<file path="src/rtl/regfile_param.sv">
// regfile_param: parametrised integer register file for the RV32I datapath.
// There are two combinational read ports and one synchronous write port.
// Register contents are zeroed in hardware, one register per cycle. This
// happens after reset and on a clr_req pulse. While the clear runs, busy is
// high, writes are dropped and both read ports return zero.
//
// Parameters:
//   XLEN     data width of each register
//   NREGS    number of registers (power of two, >= 2)
//   AW       address width, log2(NREGS)
//   ZERO_REG 1: register 0 reads as zero and ignores writes
//
// Ports:
//   clk          system clock, rising edge
//   rst          synchronous reset, active-high
//   clr_req      one-cycle request for a full clear (taken only when idle)
//   busy         clear sequence in progress
//   WE/AddD/DataD  write port
//   AddA/DataA   read port A (combinational)
//   AddB/DataB   read port B (combinational)
//
// Optional build macro: REGFILE_BYPASS_EN
//   When defined, a legal same-cycle write to the address being read is
//   forwarded to that read port.

module regfile_param #(
  parameter int XLEN     = 32,
  parameter int NREGS    = 32,
  parameter int AW       = 5,
  parameter int ZERO_REG = 1
) (
  input  logic            clk,
  input  logic            rst,
  input  logic            clr_req,
  output logic            busy,
  input  logic            WE,
  input  logic [AW-1:0]   AddD,
  input  logic [XLEN-1:0] DataD,
  input  logic [AW-1:0]   AddA,
  output logic [XLEN-1:0] DataA,
  input  logic [AW-1:0]   AddB,
  output logic [XLEN-1:0] DataB
);

  typedef enum logic {CLEAR, READY} state_t;

  // Register 0 is skipped by the clear when it is hardwired to zero.
  localparam logic [AW-1:0] FIRST = (ZERO_REG != 0) ? AW'(1) : '0;
  localparam logic [AW-1:0] LAST  = AW'(NREGS - 1);

  state_t          state, state_nxt;
  logic [AW-1:0]   idx, idx_nxt;
  logic [XLEN-1:0] xreg [NREGS];
  logic            wr_en;

  assign wr_en = (state == READY) && WE && !((ZERO_REG != 0) && (AddD == '0));

  // rst is ORed in so that busy is already high in the reset cycle itself,
  // before the state register has been loaded.
  assign busy = rst || (state != READY);

  always_comb begin
    state_nxt = state;
    idx_nxt   = idx;
    case (state)
      CLEAR: begin
        idx_nxt = idx + AW'(1);
        if (idx == LAST) state_nxt = READY;
      end
      READY: begin
        if (clr_req) begin
          state_nxt = CLEAR;
          idx_nxt   = FIRST;
        end
      end
      default: begin
        state_nxt = CLEAR;
        idx_nxt   = FIRST;
      end
    endcase
  end

  always_ff @(posedge clk) begin
    if (rst) begin
      state <= CLEAR;
      idx   <= FIRST;
    end else begin
      state <= state_nxt;
      idx   <= idx_nxt;
    end
  end

  // A write accepted on the edge that also takes clr_req lands in the array.
  // The clear that follows then zeroes it.
  always_ff @(posedge clk) begin
    if (!rst) begin
      if (state == CLEAR) xreg[idx] <= '0;
      else if (wr_en)     xreg[AddD] <= DataD;
    end
  end

  // Read priority: busy gating first, then hardwired x0, then forwarding.
  always_comb begin
    DataA = xreg[AddA];
    if (busy) begin
      DataA = '0;
    end else if ((ZERO_REG != 0) && (AddA == '0)) begin
      DataA = '0;
    end
`ifdef REGFILE_BYPASS_EN
    else if (wr_en && (AddA == AddD)) begin
      DataA = DataD;
    end
`else
`endif
  end

  always_comb begin
    DataB = xreg[AddB];
    if (busy) begin
      DataB = '0;
    end else if ((ZERO_REG != 0) && (AddB == '0)) begin
      DataB = '0;
    end
`ifdef REGFILE_BYPASS_EN
    else if (wr_en && (AddB == AddD)) begin
      DataB = DataD;
    end
`else
`endif
  end

endmodule

</file>
<file path="config.mk">
export PLATFORM = sky130hd
export DESIGN_NAME = regfile_param
export DESIGN_NICKNAME = d
export VERILOG_FILES = /design/src/rtl/regfile_param.sv
export SDC_FILE = /design/constraint.sdc
export NUM_CORES = 1
export LEC_CHECK = 0
export ABC_CLOCK_PERIOD_IN_PS = 5300
export BUFFER_PORTS_ARGS = -buffer_cell sky130_fd_sc_hd__buf_2
export CORE_UTILIZATION = 45
export CTS_CLUSTER_DIAMETER = 150
export DETAILED_ROUTE_END_ITERATION = 6
export MAX_ROUTING_LAYER = met4
export SLEW_MARGIN = 5
export SYNTH_ARGS = -nofsm -noshare
export SYNTH_HDL_FRONTEND = slang
export SYNTH_SLANG_ARGS = --single-unit
</file>
<file path="constraint.sdc">
create_clock -name clk -period 5.3 [get_ports clk]
set_input_delay 0 -clock clk [delete_from_list [all_inputs] [get_ports clk]]
set_output_delay 0 -clock clk [all_outputs]
set_load 0.01 [all_outputs]
</file>
Word-level counts from Yosys, hierarchy flattened:

Memory sizes are Yosys's and may differ from the RTL's.
Index checks and enable logic that the tools add are counted.

* flip-flop bits (word level): 6
* memories kept: 1
* RAM bits: 1024
* bits of input ports: 51

* equal/unequal tests: 2
* multiplexer cells: 19
* bitwise gates (word level): 1
* add/sub/neg operators: 1
* reductions and logical operators: 8

Memory list
* xreg: words 32, bits a word 32, rd ports 2, clocked after memory_dff 0, wr ports 1, RTL line 53 `logic [XLEN-1:0] xreg [NREGS];`

Operators by type and width (count)
* 2-to-1 mux 32 bit: 5
* OR reduction 32 bit: 1
* logical NOT 5 bit: 3
* 2-to-1 mux 1 bit: 10
* 2-to-1 mux 5 bit: 2
* one-hot mux 5 bit (2 select lines): 1
* adder 5 x 1 -> 5 bit, second input constant: 1
* equality test 5 bit, second input constant: 1
* logical AND 1 bit: 2
* != test 2 bit, second input constant: 1
* one-hot mux 1 bit (2 select lines): 1
* logical NOT 1 bit: 1
* logical OR 1 bit: 1
* inverter 1 bit: 1

Longest topological paths before layout:

Gate-level depths: netlist (run 1).

* depth in word-level cells: 9
* depth in mapped cells: 9
* depth with buffers taken out: 5

Worst setup path after synthesis (run 1):

No wires, ideal clock.

* kind: reg-to-reg
* start point: register state
* end point: memory xreg[15][0] (enable)
* slack: 0.707 ns
* stages on the path, launching flop included: 6
* data required time: 4.799 ns
* setup time: 0.501 ns
* buffers on the path: 2
* clock period less this slack: 4.593 ns
* arrival time: 4.091 ns
* cell sequence: dfxtp_1 -> buf_4 -> nand2b_1 -> a21o_1 -> clkbuf_1 -> nor4_1

* cells in the longest elaborated chain, start to end: 8
* elaborated cells between the ends (all ways): 12

RTL lines
* start, declared: RTL line 51 `state_t state, state_nxt;`
* start signal, assigned: RTL line 88 `state <= state_nxt;`
* logical AND 1 bit (2 in a row): RTL line 56 `assign wr_en = (state == READY) && WE && !((ZERO_REG != 0) && (AddD == '0));`
* 2-to-1 mux 1 bit: RTL line 98 `else if (wr_en) xreg[AddD] <= DataD;`
* 2-to-1 mux 1 bit: RTL line 97 `if (state == CLEAR) xreg[idx] <= '0;`
* 2-to-1 mux 1 bit: RTL line 96 `if (!rst) begin`
* 2-to-1 mux 1 bit (not written as such): RTL line 98
* OR reduction 32 bit (no line)
* 2-to-1 mux 5 bit (no line) / 2-to-1 mux 1 bit (equally long branches)
* end, declared: RTL line 53

Parallel ways exist; a longest one is shown, timed or not.

Worst setup path after layout (run 1):

* start point: register state
* end point: output port DataB[27]

* cells in the longest elaborated chain, start to end: 3

RTL lines
* inverter 1 bit: RTL line 60 `assign busy = rst || (state != READY);`
* logical OR 1 bit: RTL line 60
* 2-to-1 mux 32 bit: RTL line 120 `if (busy) begin`
* end, declared: RTL line 42 `output logic [XLEN-1:0] DataB`

No other way between the ends.

==> results.tsv, run 1 <==
stage	metric	value	unit
yosys	syn avg cell area	17.5	um2
placement	HPWL Detailed	90100	um
yosys	register area share after synthesis	64.0	%
clock_network	clock transition at the registers of the reported paths	0.06	ns
outcome	status	finished with violations	
cells_and_area	commonest non-fill, non-tap cell in the layout	edfxtp_1	
timing	setup TNS	0	ns
yosys	Synth area leader	edfxtp_1	
cells_and_area	nets@finish	2886	
timing	period utilisation layout	76.0	%
die	core area	106000	um2
timing	Tightest Pin Transition	1.35	ns
clock_network	Skew-Pair Late Insertion Delay	0.70	ns
worst_setup_path	CP required	5.30	ns
placement	placed insts	4112	
timing	Hold Vio Cnt, Final	0	
die	Die Y-Extent	329	um
power	PD cells	314	nW/um2
grt	initial antenna violation count	5	
placement	Final Wtd Congestion	0.897	
worst_setup_path	Worst Path Max Fanout	27	
power	Sw Ratio	22.0	%
yosys	post-synth top area share	63.8	%
power	Switch Pwr	3.70	mW
grt	GRT Residual Overflow	0	
timing	RSZ-0062 raised after global routing	false	
die	Die ar.	108000	um2
yosys	FFs w/ async S/R, synth	0	%
routing	DRC	1	
timing	final worst slack	1.27	ns
yosys	yosys warns	0	
power	Max rail drop VDD	0.285	mV
cells_and_area	final std cells w/o fill	4312	
power	Flop pwr share	52.8	%
worst_setup_path	Critical Path AT	4.03	ns
die	Ports	116	
yosys	Synth cell types	61	
yosys	Yosys reg bits	1030	
clock_network	Clock Root Buffer	clkbuf_16	
job	MaxCap Viol Count	0	
power	clock share of power	42.0	%
worst_hold_path	Hold Path Class	input port to flop	
cells_and_area	design area	53700	um2
grt	total track usage	29.7	%
timing	Slew HR	9.85	%
routing	WL final	157000	um
clock_network	# resized after CTS	0	
routing	DRT iter0 DRCs	3844	
yosys	Post-Syn Area	48200	um2
placement	Placed Area	50500	um2
clock_network	H-tree depth	3	
worst_setup_path	crit path launch type	flop	
cells_and_area	share of cells above drive strength 1	25.0	%
routing	DR pass1 iterations	7	
worst_setup_path	Worst Path Class, Setup	flop to output pin	
routing	Vias	30200	
power	Comb power frac	5.2	%
die	Initial Util	45.6	%
die	Die X	329	um
worst_setup_path	Critical Path Sink Type	output pin	
grt	vias in the first global route	30700	
routing	routed length per instance	36.3	um
timing	final hold slack	0.0457	ns
power	Internal	13.2	mW
yosys	EDFF count, synth	1024	
clock_network	CTS tree	yes	
grt	wire length of the first global-routing pass	220000	um
cells_and_area	Fillers	8508	
yosys	Syn Nets	2807	
grt	largest net degree at the start of global routing	101	
die	site row count	119	
timing	minimum clock period	4.03	ns
routing	via/cell ratio	7.00	
placement	I/O Buffers	115	
yosys	Synth area leaders	edfxtp_1 64%, mux4_2 15%, mux2i_1 8.0%	
cells_and_area	most frequent cells in the layout	1024 x edfxtp_1, 386 x mux2i_1, 318 x mux4_2	
timing	skew final	0.0216	ns
outcome	failing checks	design-rule violations	
timing	endpoints failing setup	0	
timing	final-report max-slew violation count	0	
clock_network	total CTS buffers	106	
clock_network	Post-CTS Setup Bufs	0	
clock_network	clk sink count	1030	
timing	Max Clk Rate	248	MHz
routing	post-route ant nets	0	
yosys	ys flop type	edfxtp_1	
yosys	Post-Syn Instances	2754	
clock_network	maximum clock insertion buffer count	3	
cells_and_area	Area Growth Syn to Fin	11.4	%
power	Leak	19.8	nW
placement	pre-CTS WS	1.71	ns
-- registers in the layout, indices dropped and copies added (netlist names) --
name   count
state      1
idx        5
xreg    1024
-- metal layers --
metal  vias to the layer above  routed length, um  global-route usage (%)  part of all wire [%]
met3                       429              13800                    4.75                   8.8
met4                         0               7620                    12.6                   4.9
met2                      1801              74500                    46.3                    48
met1                     16000              60700                    38.9                    39
met5                         -                  0                       -                     0
li1                      12000                  -                       -                     -
-- power by group through the flow --
| stage | combinational (mW) | clock [mW] | sequential, mW |
|---|---|---|---|
| 5_1_grt | 0.899 | 7.46 | 8.90 |
| 6_report | 0.875 | 7.09 | 8.90 |
| 3_5_place_dp | 0.865 | 0 | 9.07 |
| 2_1_floorplan | 0.576 | 0 | 9.06 |
| 3_3_place_gp | 0.857 | 0 | 9.07 |
| 4_1_cts | 0.869 | 7.16 | 8.90 |
-- worst max-delay path, stage by stage (launching register included) --
cell and delay, ns:
dfxtp_1 0.73, and3b_4 0.67, nor2b_4 0.92, buf_4 0.45, a32oi_1 0.10, nand4_1 0.27
buf_2 0.18
-- layout make-up --
class	count	area (um2)	share of cell area (%)
flip-flops and latches	1030	30900	57.4
multi-input cells	1471	16300	30.4
repair buffers	214	1500	2.79
inverters	10	37.5	0.0698
diodes	2	5.00	0.00931
clock buffers	134	2800	5.21
clock inverters	60	440	0.820
well taps	1391	1740	3.24
-- through the flow --
| step | total power, mW | utilization (%) |
|---|---|---|
| floorplan | 9.64 | - |
| global placement | 9.92 | 47.7 |
| detailed placement | 9.94 | 47.7 |
| CTS | 16.9 | 50.8 |
| global route | 17.3 | 50.8 |
| finish | 16.9 | 50.8 |
-- cells in the mapped netlist, types with 2 or more instances --
cell,count
buf_4,38
and2_1,34
o21ai_1,31
a22oi_1,3
a32oi_1,96
buf_6,16
nor3_1,22
a21oi_2,2
nand3_1,6
nand2b_1,9
buf_2,75
a31oi_1,63
clkbuf_4,2
edfxtp_1,1024
inv_1,10
ha_1,2
nor4_1,4
o22ai_1,192
and3b_1,2
nor4_2,2
nor2_1,13
mux2_2,2
mux4_2,318
and3_1,97
or3b_1,4
a21oi_1,39
mux2i_1,386
o21ai_0,34
or2_2,3
buf_1,4
clkbuf_1,107
nor2b_1,5
nor3b_2,2
nand4_1,66
dfxtp_1,6
nand2_1,3
nand3b_1,8
-- path summary, 6_finish.rpt --
| check | startpoint | end | slack, ns | depth (start not counted) |
|---|---|---|---|---|
| hold reg to reg | idx[1]$_SDFFE_PP0P_ | idx[1]$_SDFFE_PP0P_ | 0.59 | 2 |
| hold / removal | AddD[4] | xreg[19][20]$_DFFE_PP_ | 0.05 | 4 |
| setup / recovery | state$_SDFF_PP0_ | DataB[27] | 1.27 | 6 |
| setup reg to reg | state$_SDFF_PP0_ | xreg[18][7]$_DFFE_PP_ | 1.62 | 5 |
-- cells by family (layout without fill, tap and decap cells) --
| kind of cell | after synthesis | in the layout | synth area share [%] |
|---|---|---|---|
| adders and majority gates | 2 | 2 | 0.0519 |
| DFF | 1030 | 1030 | 64.0 |
| other | 0 | 2 | 0 |
| buffers and inverters | 253 | 418 | 2.73 |
| AOI/OAI and AO/OA | 475 | 475 | 6.54 |
| muxes | 707 | 707 | 22.9 |
| xor gates and xnor gates | 1 | 1 | 0.0182 |
| and+or+nand+nor | 286 | 286 | 3.73 |
-- what timing repair did --
| action | in CTS | in global routing |
|---|---|---|
| hold buffers | 4 | 0 |
| endpoints found under the hold margin | 10 | 0 |
| endpoints found under the setup margin | 0 | 0 |
Note: power is estimated with default switching activity, not from simulation.
==> run 2, diff against run 1 <==
ABC_CLOCK_PERIOD_IN_PS = 3500   (was 5300)
clock period = 3.5 ns   (was 5.3 ns; I/O delays follow)
==> results.tsv, run 2 (synthesis gave the netlist of run 1 again) <==
stage	metric	value	unit	change
cells_and_area	most frequent cells in the layout	1024 x edfxtp_1, 386 x mux2i_1, 318 x mux4_2		
timing	endpoints failing setup	0		unchanged
routing	DRT iter0 DRCs	4238		+10%
clock_network	H-tree depth	3		unchanged
worst_hold_path	Hold Path Class	input port to flop		
timing	period utilisation layout	90.5	%	
clock_network	# resized after CTS	0		unchanged
routing	post-route ant nets	0		unchanged
cells_and_area	max FFs per register	1024		unchanged
die	Die ar.	108000	um2	unchanged
clock_network	total CTS buffers	107		+0.94%
cells_and_area	largest registers	xreg x1024, idx x5, state x1		
die	Die X	329	um	unchanged
timing	Hold Vio Cnt, Final	0		unchanged
timing	Max Clk Rate	316	MHz	
timing	final hold slack	0.0448	ns	-0.000809 ns
grt	total track usage	29.7	%	about the same
die	Ports	116		unchanged
routing	Vias	30600		+1.2%
clock_network	Clock Root Buffer	clkbuf_16		
routing	routed length per instance	35.6	um	-1.9%
placement	I/O Buffers	115		unchanged
worst_setup_path	Bufs and invs on worst path	1		-1
timing	Tightest Pin Transition	1.25	ns	-0.0997 ns
grt	wire length of the first global-routing pass	221000	um	+0.36%
placement	HPWL Detailed	93500	um	+3.8%
cells_and_area	Area Growth Syn to Fin	14.3	%	
worst_setup_path	CP delay by family, top	simple AND/OR/NAND/NOR gates		
timing	minimum clock period	3.17	ns	
clock_network	clk sink count	1030		unchanged
power	PD cells	474	nW/um2	+51%
worst_setup_path	CP cell instances	and3b_1 -> o21ai_4 -> a211o_1 -> nor3_4 -> buf_4		
placement	Final Wtd Congestion	0.882		-1.7%
routing	DRC	1		unchanged
cells_and_area	Top reg by flops	xreg		
worst_setup_path	Worst Path Max Fanout	19		-30%
grt	GRT Residual Overflow	0		unchanged
clock_network	maximum clock insertion buffer count	3		unchanged
power	Leak	20.5	nW	+3.7%
clock_network	Post-CTS Setup Bufs	0		unchanged
grt	initial antenna violation count	6		+1
die	core area	106000	um2	unchanged
timing	RSZ-0062 raised after global routing	false		
timing	skew final	0.0297	ns	+0.00812 ns
timing	final-report max-slew violation count	0		unchanged
worst_setup_path	CP required	3.83	ns	-1.47 ns
die	site row count	119		unchanged
clock_network	Skew-Pair Late Insertion Delay	0.71	ns	about the same
clock_network	CTS tree	yes		
routing	WL final	157000	um	+0.22%
cells_and_area	final std cells w/o fill	4407		+2.2%
worst_setup_path	Worst Path Class, Setup	flop to flop		
grt	vias in the first global route	30700		+0.25%
routing	via/cell ratio	6.93		-0.94%
timing	Slew HR	16.7	%	+6.8 points
cells_and_area	Fillers	8413		-1.1%
cells_and_area	commonest non-fill, non-tap cell in the layout	edfxtp_1		
die	Die Y-Extent	329	um	unchanged
outcome	failing checks	design-rule violations		
worst_setup_path	CP max stage delay	0.80	ns	-0.12 ns
worst_setup_path	crit path launch type	flop		
outcome	status	finished with violations		
worst_setup_path	Critical Path AT	3.50	ns	-0.53 ns
clock_network	clock transition at the registers of the reported paths	0.06	ns	about the same
placement	placed insts	4186		+1.8%
worst_setup_path	Critical Path Sink Type	flop		
cells_and_area	nets@finish	2984		+3.4%
power	Max rail drop VDD	0.393	mV	+38%
job	MaxCap Viol Count	0		unchanged
worst_setup_path	Slowest cell on crit path	nor3_4		
cells_and_area	share of cells above drive strength 1	26.9	%	+1.9 points
grt	largest net degree at the start of global routing	97		-4.0%
routing	DR pass1 iterations	7		unchanged
die	Initial Util	45.6	%	unchanged
[run 2: layer usage]
layer | GRT usage [%] | wire length, um | share of wire, %
met3 | 4.31 | 14600 | 9.3
met2 | 46.4 | 75200 | 48
met4 | 11.5 | 6080 | 3.9
met1 | 39.6 | 61000 | 39
met5 | - | 0 | 0
[run 2: report_power, final]
part	leakage, nW	internal [mW]	total, mW	switching (mW)
combinational	7.48	0.550	1.41	0.864
sequential	11.3	13.4	13.5	0.0333
clock	1.66	6.48	11.3	4.78
[run 2: what timing repair did]
| action | 4_1_cts | 5_1_grt |
|---|---|---|
| hold buffers | 27 | 0 |
| hold endpoints to repair | 677 | 0 |
| endpoints found under the setup margin | 0 | 0 |
[run 2: worst register-to-register path, cell delays in order, from the launching register on]
cell and delay, ns:
dfxtp_1 0.41, and3b_1 0.44, o21ai_4 0.16, a211o_1 0.40, nor3_4 0.80, buf_4 0.57
[run 2: worst paths after layout]
| check | startpoint | to | slack [ns] | cells past startpoint |
|---|---|---|---|---|
| max | state$_SDFF_PP0_ | xreg[18][4]$_DFFE_PP_ | 0.33 | 5 |
| max reg2reg | state$_SDFF_PP0_ | xreg[18][4]$_DFFE_PP_ | 0.33 | 5 |
| min reg2reg | idx[4]$_SDFFE_PP0P_ | idx[4]$_SDFFE_PP0P_ | 0.58 | 2 |
| min | DataD[31] | xreg[20][31]$_DFFE_PP_ | 0.04 | 3 |
[run 2: metrics by stage]
step	cell area, um2	setup WS (ns)	utilization [%]	setup TNS, ns	power, mW
floorplan	48300	-1.09	-	-205.34	14.6
global placement	51400	0.548	48.7	0	15.1
detailed placement	51400	0.377	48.7	0	15.1
CTS	55100	0.349	52.1	0	26.3
global route	55100	0.260	52.1	0	26.8
finish	55100	0.331	52.1	0	26.2
[run 2: cell type report]
cell class | count | area, um2 | area share, %
well taps | 1391 | 1740 | 3.16
flip-flops and latches | 1030 | 30900 | 56.0
inverters | 10 | 37.5 | 0.0681
repair buffers | 311 | 2660 | 4.83
clock buffers | 130 | 2810 | 5.09
clock inverters | 63 | 609 | 1.11
multi-input cells | 1471 | 16400 | 29.8
diodes | 1 | 2.50 | 0.00454
